$ cat src/rtl/display_sr_pkg.sv
// Shared definitions for the digit-segment serial link (receiver, controller, benches).
package display_sr_pkg;

    localparam int NUM_DIGITS_DEF     = 6;
    localparam int BITS_PER_DIGIT_DEF = 8;

    typedef enum logic [1:0] {
        RX_IDLE     = 2'd0,
        RX_RECV     = 2'd1,
        RX_OVERFLOW = 2'd2
    } rx_state_t;

endpackage

$ cat src/rtl/display_sr_receiver_sync.sv
// Input synchronizer with registered rising-edge detector.
// q is delayed one extra flop so that it lines up with rise; a data line
// synchronized through this block is therefore sampled at the same point
// in time as the clock line's edge.
module sync_edge_detect #(
    parameter int STAGES = 2
) (
    input  logic clk,
    input  logic reset,
    input  logic d,
    output logic q,
    output logic rise
);

    logic [STAGES-1:0] sync_r;
    logic              prev_r;
    logic              rise_r;

    // Synchronizer chain, edge history (always running) and registered edge pulse.
    always_ff @(posedge clk or posedge reset) begin
        if (reset) begin
            sync_r <= '0;
            prev_r <= 1'b0;
            rise_r <= 1'b0;
        end else begin
            sync_r <= {sync_r[STAGES-2:0], d};
            prev_r <= sync_r[STAGES-1];
            rise_r <= sync_r[STAGES-1] & ~prev_r;
        end
    end

    assign q    = prev_r;
    assign rise = rise_r;

endmodule

$ cat src/rtl/display_sr_receiver.sv
// Display-side receiver: rebuilds NUM_DIGITS segment bytes from the
// shift-clock / data / latch link and commits them on a well-formed latch.
module display_sr_receiver
    import display_sr_pkg::*;
#(
    parameter int NUM_DIGITS     = NUM_DIGITS_DEF,
    parameter int BITS_PER_DIGIT = BITS_PER_DIGIT_DEF,
    parameter int SYNC_STAGES    = 2
) (
    input  logic                                 clk,
    input  logic                                 reset,
    input  logic                                 en,
    input  logic                                 sr_clk_in,
    input  logic                                 sr_data_in,
    input  logic                                 sr_latch_in,
    output logic [NUM_DIGITS*BITS_PER_DIGIT-1:0] digits_out,
    output logic                                 frame_valid,
    output logic                                 frame_err,
    output logic                                 overflow
);

    localparam int BCW = $clog2(BITS_PER_DIGIT);
    localparam int YCW = $clog2(NUM_DIGITS + 1);
    localparam int FW  = NUM_DIGITS * BITS_PER_DIGIT;

    localparam logic [BCW-1:0] BIT_LAST  = BCW'(BITS_PER_DIGIT - 1);
    localparam logic [BCW-1:0] BIT_ONE   = {{(BCW-1){1'b0}}, 1'b1};
    localparam logic [YCW-1:0] BYTE_FULL = YCW'(NUM_DIGITS);
    localparam logic [YCW-1:0] BYTE_ONE  = {{(YCW-1){1'b0}}, 1'b1};

    logic clk_rise_s;
    logic latch_rise_s;
    logic data_s;
    logic clk_lvl_s;
    logic latch_lvl_s;
    logic data_rise_s;

    rx_state_t                state_r,    state_s;
    logic [BCW-1:0]           bit_cnt_r,  bit_cnt_s;
    logic [YCW-1:0]           byte_cnt_r, byte_cnt_s;
    logic [BITS_PER_DIGIT-1:0] shreg_r,   shreg_s;
    logic [BITS_PER_DIGIT-1:0] byte_s;
    logic [FW-1:0]            stage_r,    stage_s;
    logic [FW-1:0]            digits_r,   digits_s;
    logic                     valid_r,    valid_s;
    logic                     err_r,      err_s;
    logic                     ovf_r,      ovf_s;

    sync_edge_detect #(.STAGES(SYNC_STAGES)) u_sync_clk (
        .clk(clk), .reset(reset), .d(sr_clk_in), .q(clk_lvl_s), .rise(clk_rise_s)
    );

    sync_edge_detect #(.STAGES(SYNC_STAGES)) u_sync_latch (
        .clk(clk), .reset(reset), .d(sr_latch_in), .q(latch_lvl_s), .rise(latch_rise_s)
    );

    // Only the aligned level of the data line is used; its edge output is unused.
    sync_edge_detect #(.STAGES(SYNC_STAGES)) u_sync_data (
        .clk(clk), .reset(reset), .d(sr_data_in), .q(data_s), .rise(data_rise_s)
    );

    // Next-state logic: shift first, then the latch decision sees the post-shift counters.
    always_comb begin
        state_s    = state_r;
        bit_cnt_s  = bit_cnt_r;
        byte_cnt_s = byte_cnt_r;
        shreg_s    = shreg_r;
        stage_s    = stage_r;
        digits_s   = digits_r;
        valid_s    = 1'b0;
        err_s      = 1'b0;
        ovf_s      = ovf_r;
        byte_s     = {shreg_r[BITS_PER_DIGIT-2:0], data_s};

        if (en) begin
            if ((state_r == RX_RECV) && clk_rise_s) begin
                shreg_s = byte_s;
                if (bit_cnt_r == BIT_LAST) begin
                    bit_cnt_s = '0;
                    if (byte_cnt_r == BYTE_FULL) begin
                        state_s = RX_OVERFLOW;
                        ovf_s   = 1'b1;
                    end else begin
                        for (int k = 0; k < NUM_DIGITS; k++) begin
                            if (byte_cnt_r == YCW'(k)) begin
                                stage_s[k*BITS_PER_DIGIT +: BITS_PER_DIGIT] = byte_s;
                            end else begin
                                stage_s[k*BITS_PER_DIGIT +: BITS_PER_DIGIT] =
                                    stage_r[k*BITS_PER_DIGIT +: BITS_PER_DIGIT];
                            end
                        end
                        byte_cnt_s = byte_cnt_r + BYTE_ONE;
                    end
                end else begin
                    bit_cnt_s = bit_cnt_r + BIT_ONE;
                end
            end else begin
                shreg_s = shreg_r;
            end

            if (latch_rise_s) begin
                case (state_r)
                    RX_IDLE: begin
                        state_s = RX_RECV;
                    end
                    RX_RECV: begin
                        // A byte overflowing on this very cycle also lands in the error path.
                        if ((state_s == RX_RECV) && (byte_cnt_s == BYTE_FULL) && (bit_cnt_s == '0)) begin
                            digits_s = stage_s;
                            valid_s  = 1'b1;
                            ovf_s    = 1'b0;
                        end else begin
                            err_s   = 1'b1;
                            state_s = RX_RECV;
                        end
                    end
                    RX_OVERFLOW: begin
                        err_s   = 1'b1;
                        state_s = RX_RECV;
                    end
                    default: begin
                        state_s = RX_IDLE;
                    end
                endcase
                bit_cnt_s  = '0;
                byte_cnt_s = '0;
            end else begin
                digits_s = digits_r;
            end
        end else begin
            state_s = state_r;
        end
    end

    // State, counters, staging buffer and registered outputs.
    always_ff @(posedge clk or posedge reset) begin
        if (reset) begin
            state_r    <= RX_IDLE;
            bit_cnt_r  <= '0;
            byte_cnt_r <= '0;
            shreg_r    <= '0;
            stage_r    <= '0;
            digits_r   <= '0;
            valid_r    <= 1'b0;
            err_r      <= 1'b0;
            ovf_r      <= 1'b0;
        end else begin
            state_r    <= state_s;
            bit_cnt_r  <= bit_cnt_s;
            byte_cnt_r <= byte_cnt_s;
            shreg_r    <= shreg_s;
            stage_r    <= stage_s;
            digits_r   <= digits_s;
            valid_r    <= valid_s;
            err_r      <= err_s;
            ovf_r      <= ovf_s;
        end
    end

    assign digits_out  = digits_r;
    assign frame_valid = valid_r;
    assign frame_err   = err_r;
    assign overflow    = ovf_r;

endmodule

$ cat config.mk
export PLATFORM = sky130hd
export DESIGN_NAME = display_sr_receiver
export DESIGN_NICKNAME = d
export VERILOG_FILES = /design/src/rtl/display_sr_pkg.sv /design/src/rtl/display_sr_receiver_sync.sv /design/src/rtl/display_sr_receiver.sv
export SDC_FILE = /design/constraint.sdc
export NUM_CORES = 1
export LEC_CHECK = 0
export ABC_AREA = 0
export BUFFER_PORTS_ARGS = -buffer_cell sky130_fd_sc_hd__clkbuf_2
export CAP_MARGIN = 10
export CORE_MARGIN = 5
export CORE_UTILIZATION = 46
export CTS_CLUSTER_DIAMETER = 30
export DETAILED_ROUTE_END_ITERATION = 7
export PLACE_DENSITY_LB_ADDON = 0.1
export SLEW_MARGIN = 5
export SYNTH_ARGS = -nofsm -noshare
export SYNTH_HDL_FRONTEND = slang
export SYNTH_HIERARCHICAL = 1
export SYNTH_SLANG_ARGS = --single-unit
export TNS_END_PERCENT = 20
$ cat constraint.sdc
create_clock -name clk -period 6.5 [get_ports clk]
set_input_delay 1.625 -clock clk [delete_from_list [all_inputs] [get_ports clk]]
set_output_delay 1.625 -clock clk [all_outputs]
set_load 0.03 [all_outputs]
Yosys cells after proc, flatten, opt, wreduce, memory -nomap -nowiden:

Cells that the tools add are included.

* add/subtract/negate cells: 2
* equality and inequality tests: 11
* multiplexer cells: 39
* bitwise gates (word level): 4
* reduce and logical (&&, ||, !) cells: 9

Operators with widths (count)
* $mux 48: 3
* $mux 8: 6
* $mux 3: 9
* $eq 3x3->1 const B: 5
* $mux 1: 13
* $mux 2: 6
* $add 3x1->3 const B: 2
* $eq 3x2->1 const B: 2
* $logic_not 3->1: 2
* $eq 2x1->1 const B: 2
* $pmux 2 s2: 1
* $reduce_and 4->1: 1
* $eq 3x1->1 const B: 1
* $logic_and 1x1->1: 3
* $and 1x1->1: 2
* $eq 2x2->1 const B: 1
* $logic_not 2->1: 1
* $not 1->1: 2
* $pmux 1 s2: 1
* $reduce_and 2->1: 1
* $reduce_or 2->1: 1

* bits in registers: 125
* input port bits: 6
* word-level logic and storage cells: 82

Logic depth before layout (Yosys ltp):

Gate-level depths: netlist of the first run.

* depth in word-level cells: 12
* depth in mapped cells: 9
* gate-level depth less buffers: 7

By module:

The synthesis of the first run kept the hierarchy.

By module, submodules not included
* display_sr_receiver: instances 1, cells each 391, area an instance 5337.6 um2, sequential area each 2852.7 um2
* sync_edge_detect: instances 3, cells each 6, area an instance 117.6 um2, sequential area each 100.1 um2

Least setup slack after synthesis of the first run:

No wires, ideal clock.

* path type: input to register
* from: in en
* to: reg stage_r[24]
* data arrival time: 2532 ps
* path slack: 3843 ps
* stages: 3
* cell sequence: clkbuf_1 -> nand4_1 -> mux2_2

RTL lines
* start: declaration: line display_sr_receiver.sv:12 `input logic en,`
* end signal: assignment: line display_sr_receiver.sv:152 `stage_r <= stage_s;`
* end: declaration: line display_sr_receiver.sv:43 `logic [FW-1:0] stage_r, stage_s;`

Final worst setup path of the first run:

* from: in en
* to: reg digits_r[12], in the netlist digits_out[12]

* longest elaborated chain between the ends: 1

RTL lines
* $reduce_and 4->1 (no line)
* end signal: assignment: line display_sr_receiver.sv:153 `digits_r <= digits_s;`
* end: declaration: line display_sr_receiver.sv:44 `logic [FW-1:0] digits_r, digits_s;`

No other way between the ends.
A chain may end at the register's enable or synchronous reset.

==> results of run 1 <==
[critical path: stages]
cell and delay [ps]:
sky130_fd_sc_hd__clkbuf_2 560, sky130_fd_sc_hd__nand2_1 220, sky130_fd_sc_hd__nor2_1 230, sky130_fd_sc_hd__nand4_4 570, sky130_fd_sc_hd__buf_4 520, sky130_fd_sc_hd__mux2_4 340
[layout make-up]
type	count	area, µm²
clock inverter	7	110
sequential	125	3130
multi-input combinational	233	2300
fill	1032	5400
timing repair buffer	58	295
inverter	27	104
clock buffer	25	485
tap	147	184
[flip-flops by register name, indices dropped and copies added (netlist names)]
register	count
u_sync_latch/q	1
byte_cnt_r	3
stage_r	48
u_sync_latch/rise	1
shreg_r	7
u_sync_clk/sync_r	2
state_r	2
frame_valid	1
bit_cnt_r	3
u_sync_latch/sync_r	2
u_sync_clk/rise	1
u_sync_data/q	1
u_sync_data/sync_r	2
u_sync_clk/q	1
overflow	1
frame_err	1
digits_out	48
[cell usage in the layout (no fill, tap or decap), types with 2 or more instances in the layout]
cell	instances
sky130_fd_sc_hd__a21oi_1	13
sky130_fd_sc_hd__and3_1	4
sky130_fd_sc_hd__buf_4	2
sky130_fd_sc_hd__bufinv_16	3
sky130_fd_sc_hd__clkbuf_1	5
sky130_fd_sc_hd__clkbuf_16	17
sky130_fd_sc_hd__clkbuf_2	56
sky130_fd_sc_hd__clkbuf_8	3
sky130_fd_sc_hd__clkinv_2	4
sky130_fd_sc_hd__dfrtp_1	125
sky130_fd_sc_hd__ha_1	11
sky130_fd_sc_hd__inv_1	26
sky130_fd_sc_hd__mux2_2	79
sky130_fd_sc_hd__mux2_4	36
sky130_fd_sc_hd__mux2i_1	25
sky130_fd_sc_hd__nand2_1	12
sky130_fd_sc_hd__nand3_1	4
sky130_fd_sc_hd__nor2_1	16
sky130_fd_sc_hd__nor2b_4	2
sky130_fd_sc_hd__nor3_1	3
sky130_fd_sc_hd__o2111a_1	2
sky130_fd_sc_hd__o21a_1	3
sky130_fd_sc_hd__o21ai_0	4
sky130_fd_sc_hd__o31ai_1	2
[layer usage]
layer  vias up  track usage (%)  share of wire (%)
met4         0             7.29                2.4
met1      1658             21.6                 46
met3        22             4.35                4.3
met5         -                0                  0
li1       1541                -                  -
met2        79             24.6                 47
[how the worst min path moves through the flow]
stage,from,end,cells after the start
floorplan,u_sync_clk/sync_r[0],u_sync_clk/sync_r[1],0
global placement,u_sync_latch/sync_r[0],u_sync_latch/sync_r[1],0
detailed placement,u_sync_latch/sync_r[0],u_sync_latch/sync_r[1],0
CTS,u_sync_data/sync_r[1],u_sync_data/q,0
global route,u_sync_data/sync_r[1],u_sync_data/q,0
finish,u_sync_latch/sync_r[0],u_sync_latch/sync_r[1],0
[through the flow]
stage	util, %	std cells	hold WS (ps)
5_1_grt	55.0	622	351
3_3_place_gp	50.1	590	337
2_1_floorplan	-	407	331
3_5_place_dp	50.1	590	335
4_1_cts	55.0	622	346
6_report	55.0	622	345
[power by group]
part	total (mW)	switching [mW]	internal, mW
Clock	0.948	0.318	0.630
Sequential	0.879	0.0657	0.813
Combinational	0.0964	0.0569	0.0395
==> tab_implementation.tex, run 1 <==
\begin{tabular}{lr}
\hline
Metric & Value \\
\hline
\multicolumn{2}{l}{\textbf{Timing}} \\
\quad Shortest clock period the worst path allows after layout & between 3000 and 4000 ps \\
\quad Least setup slack across all paths after layout & 2700 ps \\
\quad Period utilization & 58.4\% \\
\quad Setup repair after global routing missed its margin & false \\
\quad Slew at the pin with the worst max-slew slack & 881 ps \\
\quad Highest clock rate & $\sim$0.26 GHz \\
\quad Count of final hold-check violations & 0 \\
\quad Worst Skew & 7.77 ps \\
\quad Setup\_tns & 0 ps \\
\quad Number of pins with negative max-slew slack in the final report & 0 \\
\quad Worst max-slew margin expressed relative to the limit & approximately two fifths \\
\quad Setup-violating endpoint count in the final report & 0 \\
\multicolumn{2}{l}{\textbf{Clock network}} \\
\quad Total CTS buffers & 17 \\
\quad Number of clock sinks & 125 \\
\quad H-Tree Level Count & 4 \\
\quad Number of gates given a new drive strength after cts & 0 \\
\quad Maximum root-to-sink buffer count & 2 \\
\quad Worst-Skew Late Latency & between 400 and 500 ps \\
\quad Cell at the root of the clock tree & sky130\_fd\_sc\_hd\_\_clkbuf\_16 \\
\quad Hold Buf Count CTS & 0 \\
\quad Clock tree from TritonCTS & done \\
\quad Post-CTS setup buffers & 0 \\
\quad Clock transition at path regs & 50 ps \\
\multicolumn{2}{l}{\textbf{Floorplan}} \\
\quad Floorplan die area & between 10,000 and 15,000 µm² \\
\quad Initial Util & 47.1\% \\
\quad Core Region & 12,000 µm² \\
\quad Number of placement rows & 40 \\
\quad Width of the die & around 120 µm \\
\quad I/O pin total & 57 \\
\quad DIE HEIGHT & between 100 and 150 µm \\
\multicolumn{2}{l}{\textbf{Routing}} \\
\quad DRT iter0 DRCs & between 100 and 150 \\
\quad Routed vias & 3,300 \\
\quad Number of vias per cell & around 5.3 \\
\quad Aggregate routed wire length & 10.8 mm \\
\quad Routed length per placed instance & 17.4 µm \\
\quad Final routed DRC violation total & 0 \\
\quad Initial DRT Pass Iterations & 4 \\
\quad Antenna violation net count after detailed routing & 0 \\
\multicolumn{2}{l}{\textbf{Layout}} \\
\quad Final net count & between 400 and 500 \\
\quad Fraction of final layout cells sized beyond drive strength 1 & 43.4\% \\
\quad Layout area overhead & 17.0\% \\
\quad Post-route cell area & 6610 µm² \\
\quad Antenna cell count & 0 \\
\multicolumn{2}{l}{\textbf{Critical path}} \\
\quad Termination of the worst setup path & digits\_out[12] \\
\quad R2R setup slack & roughly 3300 ps \\
\quad Data required time at the worst endpoint & 6790 ps \\
\quad Number of cell instances on the worst register-to-register path & 8 \\
\quad Highest fanout seen on the critical path & 38 \\
\quad Type of element launching the critical path & primary input \\
\quad CP Capture Type & flop \\
\quad WP data arrival & 4090 ps \\
\quad Kind of critical path & in -> reg \\
\quad Worst setup startpoint & en \\
\quad FF-to-FF Start & state\_r[1] \\
\quad Endpoint of the worst-slack reg-to-reg timing path & digits\_out[12] \\
\multicolumn{2}{l}{\textbf{Pwr}} \\
\quad Largest voltage drop on the vdd net & 147 µV \\
\quad Cell area power density & 291 nW/µm² \\
\quad Leak pwr & roughly 3.6 nW \\
\quad Final Total Pwr & 1.92 mW \\
\multicolumn{2}{l}{\textbf{Synthesis}} \\
\quad Cell count after synthesis & 407 \\
\quad Count of yosys warnings during synthesis & 6 \\
\quad Post-synthesis net count & 424 \\
\quad Average cell area after synthesis & 13.9 µm² \\
\quad Post-Synthesis Cell Area & 5650 µm² \\
\multicolumn{2}{l}{\textbf{GRT}} \\
\quad Antenna violations before repair & 0 \\
\quad Remaining Overflow, GRT & 0 \\
\quad Largest net degree at the start of global routing & 74 \\
\quad Global Route Usage Sum & 16.2\% \\
\quad Number of global-route vias before repair & 3,346 \\
\quad First-pass GRT wire length & 18.0 mm \\
\multicolumn{2}{l}{\textbf{Place}} \\
\quad Worst-case setup slack after placement & between 2000 and 2500 ps \\
\quad Final RePlAce weighted congestion & between 0.7 and 0.8 \\
\quad Placement Cell Area & 6010 µm² \\
\quad Final HPWL DP & approximately 7 mm \\
\quad Number of I/O port buffers & 56 \\
\multicolumn{2}{l}{\textbf{Hold path}} \\
\quad Path class of the lowest-slack min-delay path & reg -> reg \\
\multicolumn{2}{l}{\textbf{Flow run}} \\
\quad Count of max-cap constraint violations & 0 \\
\multicolumn{2}{l}{\textbf{Outcome}} \\
\quad Result of the run & finished, final reports clean \\
\hline
\end{tabular}
Note: power is estimated with default switching activity, not from simulation.
==> run 2, diff against run 1 <==
Clock period 6.5 ns to 3.2 ns, I/O delays scaled along.
==> run 2 against run 1 <==
Against the previous run:
- critical endpoint is now digits_out[6]
- core utilization is 0.43 points lower
- register-to-register slack worse by 2800 ps
- largest cell class unchanged
- non-clock buffer count is 2 higher
==> tab_implementation.tex, run 2 (synthesized netlist as in run 1, its figures left out) <==
\begin{tabular}{lr}
\hline
Metric & Value \\
\hline
\multicolumn{2}{l}{\textbf{Clock network}} \\
\quad Number of clock sinks & 125 (unchanged) \\
\quad Maximum root-to-sink buffer count & 2 (unchanged) \\
\quad Number of gates given a new drive strength after cts & 0 (unchanged) \\
\quad Clock transition at path regs & 50 ps (about the same) \\
\quad Cell at the root of the clock tree & sky130\_fd\_sc\_hd\_\_clkbuf\_16 \\
\quad Total CTS buffers & 17 (unchanged) \\
\quad H-Tree Level Count & 4 (unchanged) \\
\quad Worst-Skew Late Latency & 410 ps (about the same) \\
\quad Clock tree from TritonCTS & done \\
\quad Hold Buf Count CTS & 0 (unchanged) \\
\quad Post-CTS setup buffers & 0 (unchanged) \\
\multicolumn{2}{l}{\textbf{Routing}} \\
\quad Antenna violation net count after detailed routing & 0 (unchanged) \\
\quad Aggregate routed wire length & 10.8 mm (-0.67\%) \\
\quad Number of vias per cell & 5.24 (-1.2\%) \\
\quad DRT iter0 DRCs & 128 (-9.2\%) \\
\quad Routed length per placed instance & 17.4 µm (-0.18\%) \\
\quad Final routed DRC violation total & 0 (unchanged) \\
\quad Routed vias & 3,244 (-1.7\%) \\
\quad Initial DRT Pass Iterations & 4 (unchanged) \\
\multicolumn{2}{l}{\textbf{GRT}} \\
\quad Remaining Overflow, GRT & 0 (unchanged) \\
\quad Met3 usage in global routing & 4.21\% (-0.14 points) \\
\quad Number of global-route vias before repair & 3,411 (+1.9\%) \\
\quad First-pass GRT wire length & 17.9 mm (-0.61\%) \\
\quad Met1 capacity usage during global routing & 21.0\% (-0.61 points) \\
\quad Antenna violations before repair & 0 (unchanged) \\
\quad Largest net degree at the start of global routing & 54 (-27\%) \\
\quad Met2 layer usage reported by global route & 25.3\% (+0.69 points) \\
\quad Global Route Usage Sum & 16.0\% (-0.14 points) \\
\quad Layer carrying the most global-route usage & met2 \\
\multicolumn{2}{l}{\textbf{Layout}} \\
\quad Commonest cells after routing, fill and taps aside & 125 x sky130\_fd\_sc\_hd\_\_dfrtp\_1, 79 x sky130\_fd\_sc\_hd\_\_mux2\_2, 56 x sky130\_fd\_sc\_hd\_\_clkbuf\_2, 36 x sky130\_fd\_sc\_hd\_\_mux2\_4, 26 x sky130\_fd\_sc\_hd\_\_inv\_1 \\
\quad Final net count & 481 (+0.42\%) \\
\quad Fraction of final layout cells sized beyond drive strength 1 & 43.4\% (+0.064 points) \\
\quad Most common library cell in the layout ignoring fill and taps & sky130\_fd\_sc\_hd\_\_dfrtp\_1 \\
\quad Layout area overhead & 16.1\% \\
\quad Antenna cell count & 0 (unchanged) \\
\multicolumn{2}{l}{\textbf{Timing}} \\
\quad Worst Skew & 8.84 ps (+1.07 ps) \\
\quad Worst max-slew margin expressed relative to the limit & 41.5\% (+0.20 points) \\
\quad Setup repair after global routing missed its margin & false \\
\quad Highest clock rate & 0.359 GHz \\
\quad Shortest clock period the worst path allows after layout & 2790 ps \\
\quad Slew at the pin with the worst max-slew slack & 878 ps (-2.98 ps) \\
\quad Count of final hold-check violations & 0 (unchanged) \\
\quad Number of pins with negative max-slew slack in the final report & 0 (unchanged) \\
\quad Worst hold slack across all endpoints & 301 ps (-43.6 ps) \\
\quad Setup-violating endpoint count in the final report & 0 (unchanged) \\
\quad Setup\_tns & 0 ps (unchanged) \\
\quad Period utilization & 87.1\% \\
\multicolumn{2}{l}{\textbf{Critical path}} \\
\quad Number of cell instances on the worst register-to-register path & 8 (unchanged) \\
\quad Type of element launching the critical path & flop \\
\quad Levels on crit path & 8 (+2) \\
\quad Highest fanout seen on the critical path & 50 (+32\%) \\
\quad Data required time at the worst endpoint & 3480 ps (-3310 ps) \\
\quad Buffers and inverters on the worst path & 2 (unchanged) \\
\quad CP peak stage delay & 680 ps (+110 ps) \\
\quad Cell-by-cell trace of the critical path & inv\_1 > ha\_1 > nand3\_1 > o211ai\_1 > a22oi\_2 > nand4\_4 > buf\_4 > mux2\_4 \\
\quad WP data arrival & 3070 ps (-1020 ps) \\
\quad Crit path max-delay cell type & sky130\_fd\_sc\_hd\_\_buf\_4 \\
\quad Critical path's top delay family & buffers and inverters \\
\quad Kind of critical path & reg -> reg \\
\quad CP Capture Type & flop \\
\multicolumn{2}{l}{\textbf{Hold path}} \\
\quad Path class of the lowest-slack min-delay path & in -> async \\
\multicolumn{2}{l}{\textbf{Place}} \\
\quad Final RePlAce weighted congestion & 0.850 (+12\%) \\
\quad Final HPWL DP & 6.98 mm (-0.70\%) \\
\quad Number of I/O port buffers & 56 (unchanged) \\
\multicolumn{2}{l}{\textbf{Flow run}} \\
\quad Count of max-cap constraint violations & 0 (unchanged) \\
\multicolumn{2}{l}{\textbf{Pwr}} \\
\quad Cell area power density & 558 nW/µm² (+92\%) \\
\quad Largest voltage drop on the vdd net & 329 µV (+120\%) \\
\quad Final Total Pwr & 3.66 mW (+90\%) \\
\quad Leak pwr & 3.58 nW (-0.78\%) \\
\multicolumn{2}{l}{\textbf{Floorplan}} \\
\quad I/O pin total & 57 (unchanged) \\
\quad Floorplan die area & 14,600 µm² (unchanged) \\
\quad Width of the die & 121 µm (unchanged) \\
\quad Initial Util & 47.1\% (unchanged) \\
\quad Core Region & 12,000 µm² (unchanged) \\
\quad DIE HEIGHT & 121 µm (unchanged) \\
\quad Number of placement rows & 40 (unchanged) \\
\multicolumn{2}{l}{\textbf{Outcome}} \\
\quad Result of the run & finished, final reports clean \\
\hline
\end{tabular}
-- run 2: stage by stage --
step | setup slack (ps) | area (µm²) | utilization [%] | cells
2_1_floorplan | 957 | 5660 | - | 407
3_3_place_gp | 497 | 6040 | 50.3 | 592
3_5_place_dp | 439 | 6040 | 50.3 | 592
4_1_cts | 428 | 6560 | 54.6 | 619
5_1_grt | 212 | 6560 | 54.6 | 619
6_report | 412 | 6560 | 54.6 | 619
-- run 2: cell type report --
type / count / area, µm²
tap: 147 / 184
inverter: 27 / 105
timing repair buffer: 60 / 323
clock buffer: 25 / 505
multi-input combinational: 233 / 2300
clock inverter: 2 / 10.0
fill: 1040 / 5450
sequential: 125 / 3130
-- run 2: per-layer routing --
| layer | wire, µm | vias up | part of all wire [%] |
|---|---|---|---|
| met2 | 5150 | 56 | 48 |
| met4 | 151 | 0 | 1.4 |
| li1 | - | 1532 | - |
| met3 | 396 | 12 | 3.7 |
| met5 | 0 | - | 0 |
| met1 | 5050 | 1644 | 47 |
-- run 2: worst paths after layout --
kind | startpoint | to | slack (ps)
max in group asynchronous | reset | digits_out[4] | 1790
min in group clk | u_sync_latch/sync_r[0] | u_sync_latch/sync_r[1] | 350
max | state_r[1] | digits_out[6] | 410
min reg2reg | u_sync_latch/sync_r[0] | u_sync_latch/sync_r[1] | 350
min | reset | u_sync_data/sync_r[1] | 300
max reg2reg | state_r[1] | digits_out[6] | 410
-- run 2: power breakdown --
| part | total, mW | internal, mW | switching [mW] |
|---|---|---|---|
| Clock | 1.67 | 1.07 | 0.609 |
| Sequential | 1.79 | 1.65 | 0.135 |
| Combinational | 0.200 | 0.0837 | 0.117 |
